<file path="config.mk">
export PLATFORM = sky130hd
export DESIGN_NAME = uart_frame_assembler
export DESIGN_NICKNAME = d
export VERILOG_FILES = /design/src/rtl/uart_frame_pkg.sv /design/src/rtl/frame_timeout_ctr.sv /design/src/rtl/uart_frame_assembler.sv
export SDC_FILE = /design/constraint.sdc
export NUM_CORES = 1
export LEC_CHECK = 0
export CORE_ASPECT_RATIO = 0.75
export CORE_MARGIN = 2
export CORE_UTILIZATION = 32
export CTS_CLUSTER_DIAMETER = 30
export DETAILED_ROUTE_END_ITERATION = 7
export PLACE_DENSITY_LB_ADDON = 0.15
export SLEW_MARGIN = 10
export SYNTH_ARGS = -nofsm -noshare
export SYNTH_HDL_FRONTEND = slang
export SYNTH_SLANG_ARGS = --single-unit
</file>
<file path="constraint.sdc">
create_clock -name clock -period 15.7 [get_ports clock]
set_input_delay 4.71 -clock clock [delete_from_list [all_inputs] [get_ports clock]]
set_output_delay 4.71 -clock clock [all_outputs]
set_load 0.02 [all_outputs]
</file>
<file path="src/rtl/uart_frame_pkg.sv">
// Shared definitions for the UART framing and pulse-command decode stages.
package uart_frame_pkg;

  localparam int         FRAME_LEN      = 11;
  localparam logic [7:0] HEADER_DEFAULT = 8'h55;
  localparam logic [7:0] FUNC_SINGLE    = 8'h11;
  localparam logic [7:0] FUNC_DOUBLE    = 8'h12;

  typedef enum logic {
    ST_HUNT    = 1'b0,
    ST_COLLECT = 1'b1
  } frame_state_e;

  // Statistics counters hold at all-ones instead of wrapping.
  function automatic logic [15:0] sat_inc16(input logic [15:0] v);
    return (v == 16'hFFFF) ? v : v + 16'd1;
  endfunction

  function automatic logic [7:0] sat_inc8(input logic [7:0] v);
    return (v == 8'hFF) ? v : v + 8'd1;
  endfunction

endpackage

</file>
<file path="src/rtl/frame_timeout_ctr.sv">
// Idle-cycle counter: counts while enabled, expires on its last count value.
module frame_timeout_ctr #(
  parameter int TIMEOUT_CYCLES = 50000
) (
  input  logic clock,
  input  logic rst,
  input  logic clear,
  input  logic count,
  output logic expire
);

  localparam int CNT_W = (TIMEOUT_CYCLES > 2) ? $clog2(TIMEOUT_CYCLES) : 1;
  localparam logic [CNT_W-1:0] LAST = CNT_W'(TIMEOUT_CYCLES - 1);

  logic [CNT_W-1:0] cnt;

  always_ff @(posedge clock or posedge rst) begin
    if (rst) begin
      cnt <= '0;
    end else if (clear) begin
      cnt <= '0;
    end else if (count) begin
      cnt <= cnt + CNT_W'(1);
    end
  end

  // Expiry means this idle cycle is the TIMEOUT_CYCLES-th one since the last byte.
  assign expire = (cnt == LAST);

endmodule

</file>
<file path="src/rtl/uart_frame_assembler.sv">
// Hunts for the header byte, collects an 11-byte frame, and publishes it
// only when the additive checksum matches and no inter-byte timeout occurred.
//
// state      | meaning
// -----------+-------------------------------------------------------------
// ST_HUNT    | waiting for the header byte, all other bytes dropped
// ST_COLLECT | header seen, collecting bytes 1..9 and then the checksum
module uart_frame_assembler
  import uart_frame_pkg::*;
#(
  parameter logic [7:0] HEADER         = HEADER_DEFAULT,
  parameter int         TIMEOUT_CYCLES = 50000
) (
  input  logic        clock,
  input  logic        rst,
  input  logic [7:0]  rx_data,
  input  logic        rx_valid,
  output logic [7:0]  Data0,
  output logic [7:0]  Data1,
  output logic [7:0]  Data2,
  output logic [7:0]  Data3,
  output logic [7:0]  Data4,
  output logic [7:0]  Data5,
  output logic [7:0]  Data6,
  output logic [7:0]  Data7,
  output logic [7:0]  Data8,
  output logic [7:0]  Data9,
  output logic [7:0]  Data10,
  output logic        frame_valid,
  output logic        crc_err,
  output logic        timeout_err,
  output logic [15:0] good_cnt,
  output logic [7:0]  err_cnt
);

  localparam int IDX_W = 4;
  localparam logic [IDX_W-1:0] IDX_CSUM = IDX_W'(FRAME_LEN - 1);

  frame_state_e     state;
  logic [IDX_W-1:0] idx;
  logic [7:0]       sum;
  logic [7:0]       frame_buf [0:FRAME_LEN-2];
  logic [7:0]       data_q    [0:FRAME_LEN-1];

  logic tmo_clear;
  logic tmo_count;
  logic tmo_expire;

  // Counter only runs on idle cycles inside a frame; an arriving byte always wins.
  assign tmo_count = (state == ST_COLLECT) && !rx_valid;
  assign tmo_clear = (state == ST_HUNT) || rx_valid || tmo_expire;

  frame_timeout_ctr #(
    .TIMEOUT_CYCLES(TIMEOUT_CYCLES)
  ) u_timeout (
    .clock (clock),
    .rst   (rst),
    .clear (tmo_clear),
    .count (tmo_count),
    .expire(tmo_expire)
  );

  always_ff @(posedge clock or posedge rst) begin
    if (rst) begin
      state       <= ST_HUNT;
      idx         <= '0;
      sum         <= '0;
      frame_valid <= 1'b0;
      crc_err     <= 1'b0;
      timeout_err <= 1'b0;
      good_cnt    <= '0;
      err_cnt     <= '0;
      for (int i = 0; i < FRAME_LEN - 1; i++) frame_buf[i] <= '0;
      for (int i = 0; i < FRAME_LEN; i++) data_q[i] <= '0;
    end else begin
      frame_valid <= 1'b0;
      crc_err     <= 1'b0;
      timeout_err <= 1'b0;
      unique case (state)
        ST_HUNT: begin
          if (rx_valid && (rx_data == HEADER)) begin
            frame_buf[0] <= rx_data;
            idx          <= IDX_W'(1);
            sum          <= HEADER;
            state        <= ST_COLLECT;
          end
        end
        ST_COLLECT: begin
          if (rx_valid) begin
            if (idx == IDX_CSUM) begin
              if (rx_data == sum) begin
                for (int i = 0; i < FRAME_LEN - 1; i++) data_q[i] <= frame_buf[i];
                data_q[FRAME_LEN-1] <= rx_data;
                frame_valid         <= 1'b1;
                good_cnt            <= sat_inc16(good_cnt);
              end else begin
                crc_err <= 1'b1;
                err_cnt <= sat_inc8(err_cnt);
              end
              state <= ST_HUNT;
              idx   <= '0;
              sum   <= '0;
            end else begin
              // A header value here is plain payload; there is no resync.
              frame_buf[idx] <= rx_data;
              sum            <= sum + rx_data;
              idx            <= idx + IDX_W'(1);
            end
          end else if (tmo_expire) begin
            timeout_err <= 1'b1;
            err_cnt     <= sat_inc8(err_cnt);
            state       <= ST_HUNT;
            idx         <= '0;
            sum         <= '0;
          end
        end
        default: begin
          state <= ST_HUNT;
        end
      endcase
    end
  end

  assign Data0  = data_q[0];
  assign Data1  = data_q[1];
  assign Data2  = data_q[2];
  assign Data3  = data_q[3];
  assign Data4  = data_q[4];
  assign Data5  = data_q[5];
  assign Data6  = data_q[6];
  assign Data7  = data_q[7];
  assign Data8  = data_q[8];
  assign Data9  = data_q[9];
  assign Data10 = data_q[10];

endmodule

</file>
; ---- Word level (Yosys, flattened, before mapping)
; Cells that the tools add are included.
[word_totals]
reg_bits = 224
out_inout_bits = 115
word_cells = 107
[classes]
add_sub_neg = 5
magnitude_cmp = 2
eq_ne = 12
mux = 40
bitwise_logic = 4
n_reduce_logical = 14
[ops]
columns = op, count
row1 = $mux 80, 2
row2 = $mux 8, 11
row3 = $bwmux 80, 1
row4 = $add 16x1->16 const B, 2
row5 = $demux 8 s4, 1
row6 = $eq 16x16->1 const B, 2
row7 = $mux 16, 2
row8 = $pmux 8 s2, 2
row9 = $mux 4, 4
row10 = $mux 1, 15
row11 = $add 8x1->8 const B, 1
row12 = $add 8x8->8, 1
row13 = $eq 8x7->1 const B, 1
row14 = $eq 8x8->1, 1
row15 = $eq 8x8->1 const B, 1
row16 = $pmux 4 s2, 1
row17 = $reduce_and 4->1, 2
row18 = $ne 2x2->1 const B, 3
row19 = $reduce_and 3->1, 2
row20 = $ge 5x5->1 const B, 1
row21 = $lt 5x1->1 const B, 1
row22 = $not 4->5, 1
row23 = $reduce_and 5->1, 1
row24 = $add 4x1->4 const B, 1
row25 = 10 further kinds, 17

; ---- Longest topological paths before layout
[logic_depth]
word_depth = 9
ltp_mapped = 8
mapped_depth_nobuf = 7

; ---- By module
; From an unflattened synthesis, not the netlist that was laid out.
[hier_totals]
hier_cells = 702
hier_area_um2 = 9318.9
[by_module_without_submodules]
columns = mod, instances, cells_per_inst, area_per_inst_um2, seq_area_each_um2
row1 = uart_frame_assembler, 1, 614, 8480.6, 5205.0
row2 = frame_timeout_ctr, 1, 88, 838.3, 400.4

; ---- Least setup slack after synthesis
; OpenSTA, ideal clock, no wires.
[synth_path]
path_kind = input port to flip-flop
startpoint = input rx_data[3]
endpoint = register good_cnt[15]
t_arrival_ns = 6.342
setup_slack_ns = 9.229
cell_stages = 7
n_path_buf = 1
path_cell_list = ha_1 > nor4_2 > nand3_2 > a311oi_4 > buf_6 > nand4b_1 > xnor2_1
[synth_between]
elab_chain_cells = 2
[synth_rtl]
columns = item, line_no
row1 = from (decl), uart_frame_assembler.sv:16  ; input logic [7:0] rx_data,
row2 = $eq 8x8->1, uart_frame_assembler.sv:91  ; if (rx_data == sum) begin
row3 = $reduce_and 5->1 (no line), --
row4 = to (signal assigned), uart_frame_assembler.sv:95  ; good_cnt <= sat_inc16(good_cnt);
row5 = to (decl), uart_frame_assembler.sv:32  ; output logic [15:0] good_cnt,
; No other way between the ends.
; A chain may end at the register's enable or synchronous reset.

; ---- Worst setup path after layout
[layout_path]
startpoint = input rx_data[5]
endpoint = register data_q, in the netlist Data3[1]
[layout_between]
elab_chain_cells = 2
[layout_rtl]
columns = item, line_no
row1 = $eq 8x8->1, uart_frame_assembler.sv:91
row2 = $reduce_and 4->1 (no line), --
row3 = "to (signal, indexed assignment)", uart_frame_assembler.sv:93  ; data_q[FRAME_LEN-1] <= rx_data;
row4 = to (decl), uart_frame_assembler.sv:43  ; logic [7:0] data_q [0:FRAME_LEN-1];
; No other way between the ends.

==> results.py <==
metrics = {
    "routing": {
        "vias": 5982,
        "dr.pass1.iters": 4,
        "viasPerCell": 4.73,
        "postRouteAntennaNets": 0,
        "wirelength_mm": 22.5,
        "dr.first_iter.drc_count": 216,
        "wire_per_inst_um": 17.8,
        "drc": 0,
    },
    "die": {
        "initial_utilization_pct": 32.4,
        "ios": 126,
        "die_area_um2": 30800,
        "coreArea_um2": 29000,
        "rows": 54,
        "die-width_um": 202,
        "die_h_um": 152,
    },
    "placed_design": {
        "port_buffers": 125,
        "place_congestion": 0.804,
        "dp_hpwl_mm": 14.2,
        "pre_cts_slack_ps": 7340,
    },
    "cells_and_area": {
        "syn2layout_area_growth_pct": 33.5,
        "nets": 861,
        "most-common-layout-cells": "dfrtp_1 (224), mux2_2 (156), clkdlybuf4s50_1 (125)",
        "layout.cells.most_common": "dfrtp_1",
        "n_antenna_cell": 0,
        "drive_gt1_share_pct": 30.4,
        "fillCellCount": 2633,
    },
    "min_path": {
        "hold_class": "reg2reg",
    },
    "timing": {
        "min_period_ps": 7820,
        "hold_viol_final": 0,
        "fmax_ghz": 0.128,
        "fin_skew_ps": 18.1,
        "setup_ws_ps": 7880,
        "setup_tns_ps": 0,
        "layout_worst_path_cycle_share_pct": 49.8,
        "tightest_slew_ps": 1140,
        "rsz0062_at_grt": "false",
        "drv_slew": 0,
        "relSlewSlack_pct": 24.3,
        "setup_viol_count_final": 0,
    },
    "setup_path": {
        "rr_worst_depth": 6,
        "endpoint": "Data3[1]",
        "cpPeakStageDelay_ps": 910,
        "start_kind": "primary input",
        "crit_path_start": "rx_data[5]",
        "crit_type": "in2reg",
        "worst_setup_path_end_kind": "flip-flop",
        "crit_slowest_cell": "clkdlybuf4s50_1",
        "reg2reg_slack_ps": 12600,
        "cp_max_fo": 82,
        "critPathArrivalTime_ps": 8210,
        "rr_endpoint": "Data3[1]",
        "timing.rr.start": "sum[3]",
        "cp_cell_sequence": "clkdlybuf4s50_1 -> ha_1 -> nor4_2 -> nand3_2 -> nor2_4 -> buf_4 -> mux2_2",
        "required_ps": 16090,
    },
    "synth": {
        "synthCells": 688,
        "synth_edf_count": 0,
        "netlist_area_um2": 9400,
        "ys_top_cells_by_area": "dfrtp_1 (60%), mux2_2 (19%), xnor2_1 (1.9%)",
        "synthFlopType": "dfrtp_1",
        "yosysTopAreaCell": "dfrtp_1",
        "syn_nets": 710,
        "ys_warn_count": 0,
        "netlist.area_leader.share_pct": 59.6,
        "async_reset_ff_share_pct": 100,
        "syn_avg_cell_area_um2": 13.7,
        "yosys_register_bits": 224,
        "ys_seq_area_share_pct": 59.6,
        "synth_cell_type_count": 58,
    },
    "clocking": {
        "clk_path_buf_depth": 3,
        "postCtsHoldBufs": 0,
        "clk_latency_ps": 530,
        "root_buffer": "clkbuf_16",
        "clk_pin_slew_ps": 50,
        "htree_levels": 2,
        "ctsResizeCount": 0,
        "cts_buffers": 44,
        "post_cts_buffers": 0,
        "cts_tree": "yes",
        "clock-sinks": 224,
    },
    "global_route": {
        "antenna_found_initial": 0,
        "grt_util_all_layers_pct": 15.1,
        "grt_pass1_wl_mm": 36.8,
        "grt_overflow_total": 0,
        "grt_pass1_vias": 6487,
        "grt_max_degree": 148,
    },
    "pwr": {
        "powerDensity_nw_per_um2": 146,
        "p_leak_nw": 5.83,
        "ir_worst_vdd_mv": 0.0667,
    },
    "run_status": {
        "outcome": "complete, no violations",
    },
    "run": {
        "maxCapViolations": 0,
    },
}
cells in the mapped netlist (all sizes together), types with 2 or more instances:
library cell	instances
nand2b	4
and4bb	3
and4	2
o21bai	2
a211oi	2
xnor2	20
nor4	4
nand4bb	2
nor3	10
and2	4
ha	10
nor2	37
or3	5
a21o	2
mux2i	2
a21oi	11
nand3b	2
nand2	29
or2	2
o21ai	17
inv	16
and3	13
nand3	27
buf	15
nand4	8
nor4b	2
clkbuf	14
dfrtp	224
mux2	164
xor2	18
final cells by class:
type                            count  area, um^2  area share, %
Tap cell                          392         490           3.91
Clock buffer                       60        1230           9.82
Clock inverter                     21         248           1.97
Multi-Input combinational cell    419        3580           28.6
Sequential cell                   224        5610           44.7
Timing Repair Buffer              134        1320           10.5
Inverter                           16        67.6          0.538
kinds of logic after synthesis:
logic type	count (synthesis)	share of synthesized area [%]
XOR/XNOR	38	3.54
buffers and inverters	45	2.21
AO/OA/AOI/OAI	46	3.36
multiplexers	166	20.2
AND/OR/NAND/NOR	158	9.52
adder cells (fa/ha/maj)	11	1.54
flip-flops	224	59.6
worst max-delay path, delay by kind of cell:
kind                     cells  cell delay, ps
multiplexers                 1             430
AND/OR/NAND/NOR              3             760
buffers and inverters        2            1720
adder cells (fa/ha/maj)      1             400
metrics by stage:
step                      std cells  power (W)  hold WS (ps)  util (%)  area [um^2]
final                          1266    0.00184           491      43.3        12500
after global routing           1266    0.00193           501      43.3        12500
after CTS                      1266    0.00186           495      43.3        12500
after detailed placement       1185   0.000924           483      38.2        11100
after global placement         1185   0.000914           475      38.2        11100
after floorplan                 688   0.000869           454         -         9400
power breakdown:
group	internal, W	total, W	switching [W]	leakage [nW]
logic	0.000101	0.000198	0.0000977	2.03
registers	0.000662	0.000716	0.0000537	3.07
clock network	0.000629	0.000923	0.000294	0.734
worst min-delay path by stage:
| stage | to | from | slack (ps) | cells past startpoint |
|---|---|---|---|---|
| floorplan | sum[3] | sum[3] | 450 | 2 |
| global placement | err_cnt[5] | err_cnt[5] | 480 | 1 |
| detailed placement | sum[3] | sum[3] | 480 | 2 |
| CTS | sum[3] | sum[3] | 500 | 2 |
| global route | sum[5] | sum[5] | 500 | 1 |
| finish | sum[5] | sum[5] | 490 | 1 |
flip-flops by register name, indices dropped and copies added, names as in the netlist:
name / count
good_cnt: 16
Data4: 8
Data1: 8
Data7: 8
err_cnt: 8
state: 1
sum: 8
crc_err: 1
Data9: 8
Data0: 8
frame_valid: 1
Data3: 8
Data5: 8
Data10: 8
Data2: 8
u_timeout.cnt: 16
frame_buf: 80
idx: 4
Data6: 8
Data8: 8
timeout_err: 1
routing by layer:
layer  global-route usage (%)  wire [um]
met2                     22.8       9980
met5                        0          0
met4                     5.50        544
met3                     3.91       1270
met1                     20.9      10700
Note: power is estimated with default switching activity, not from simulation.
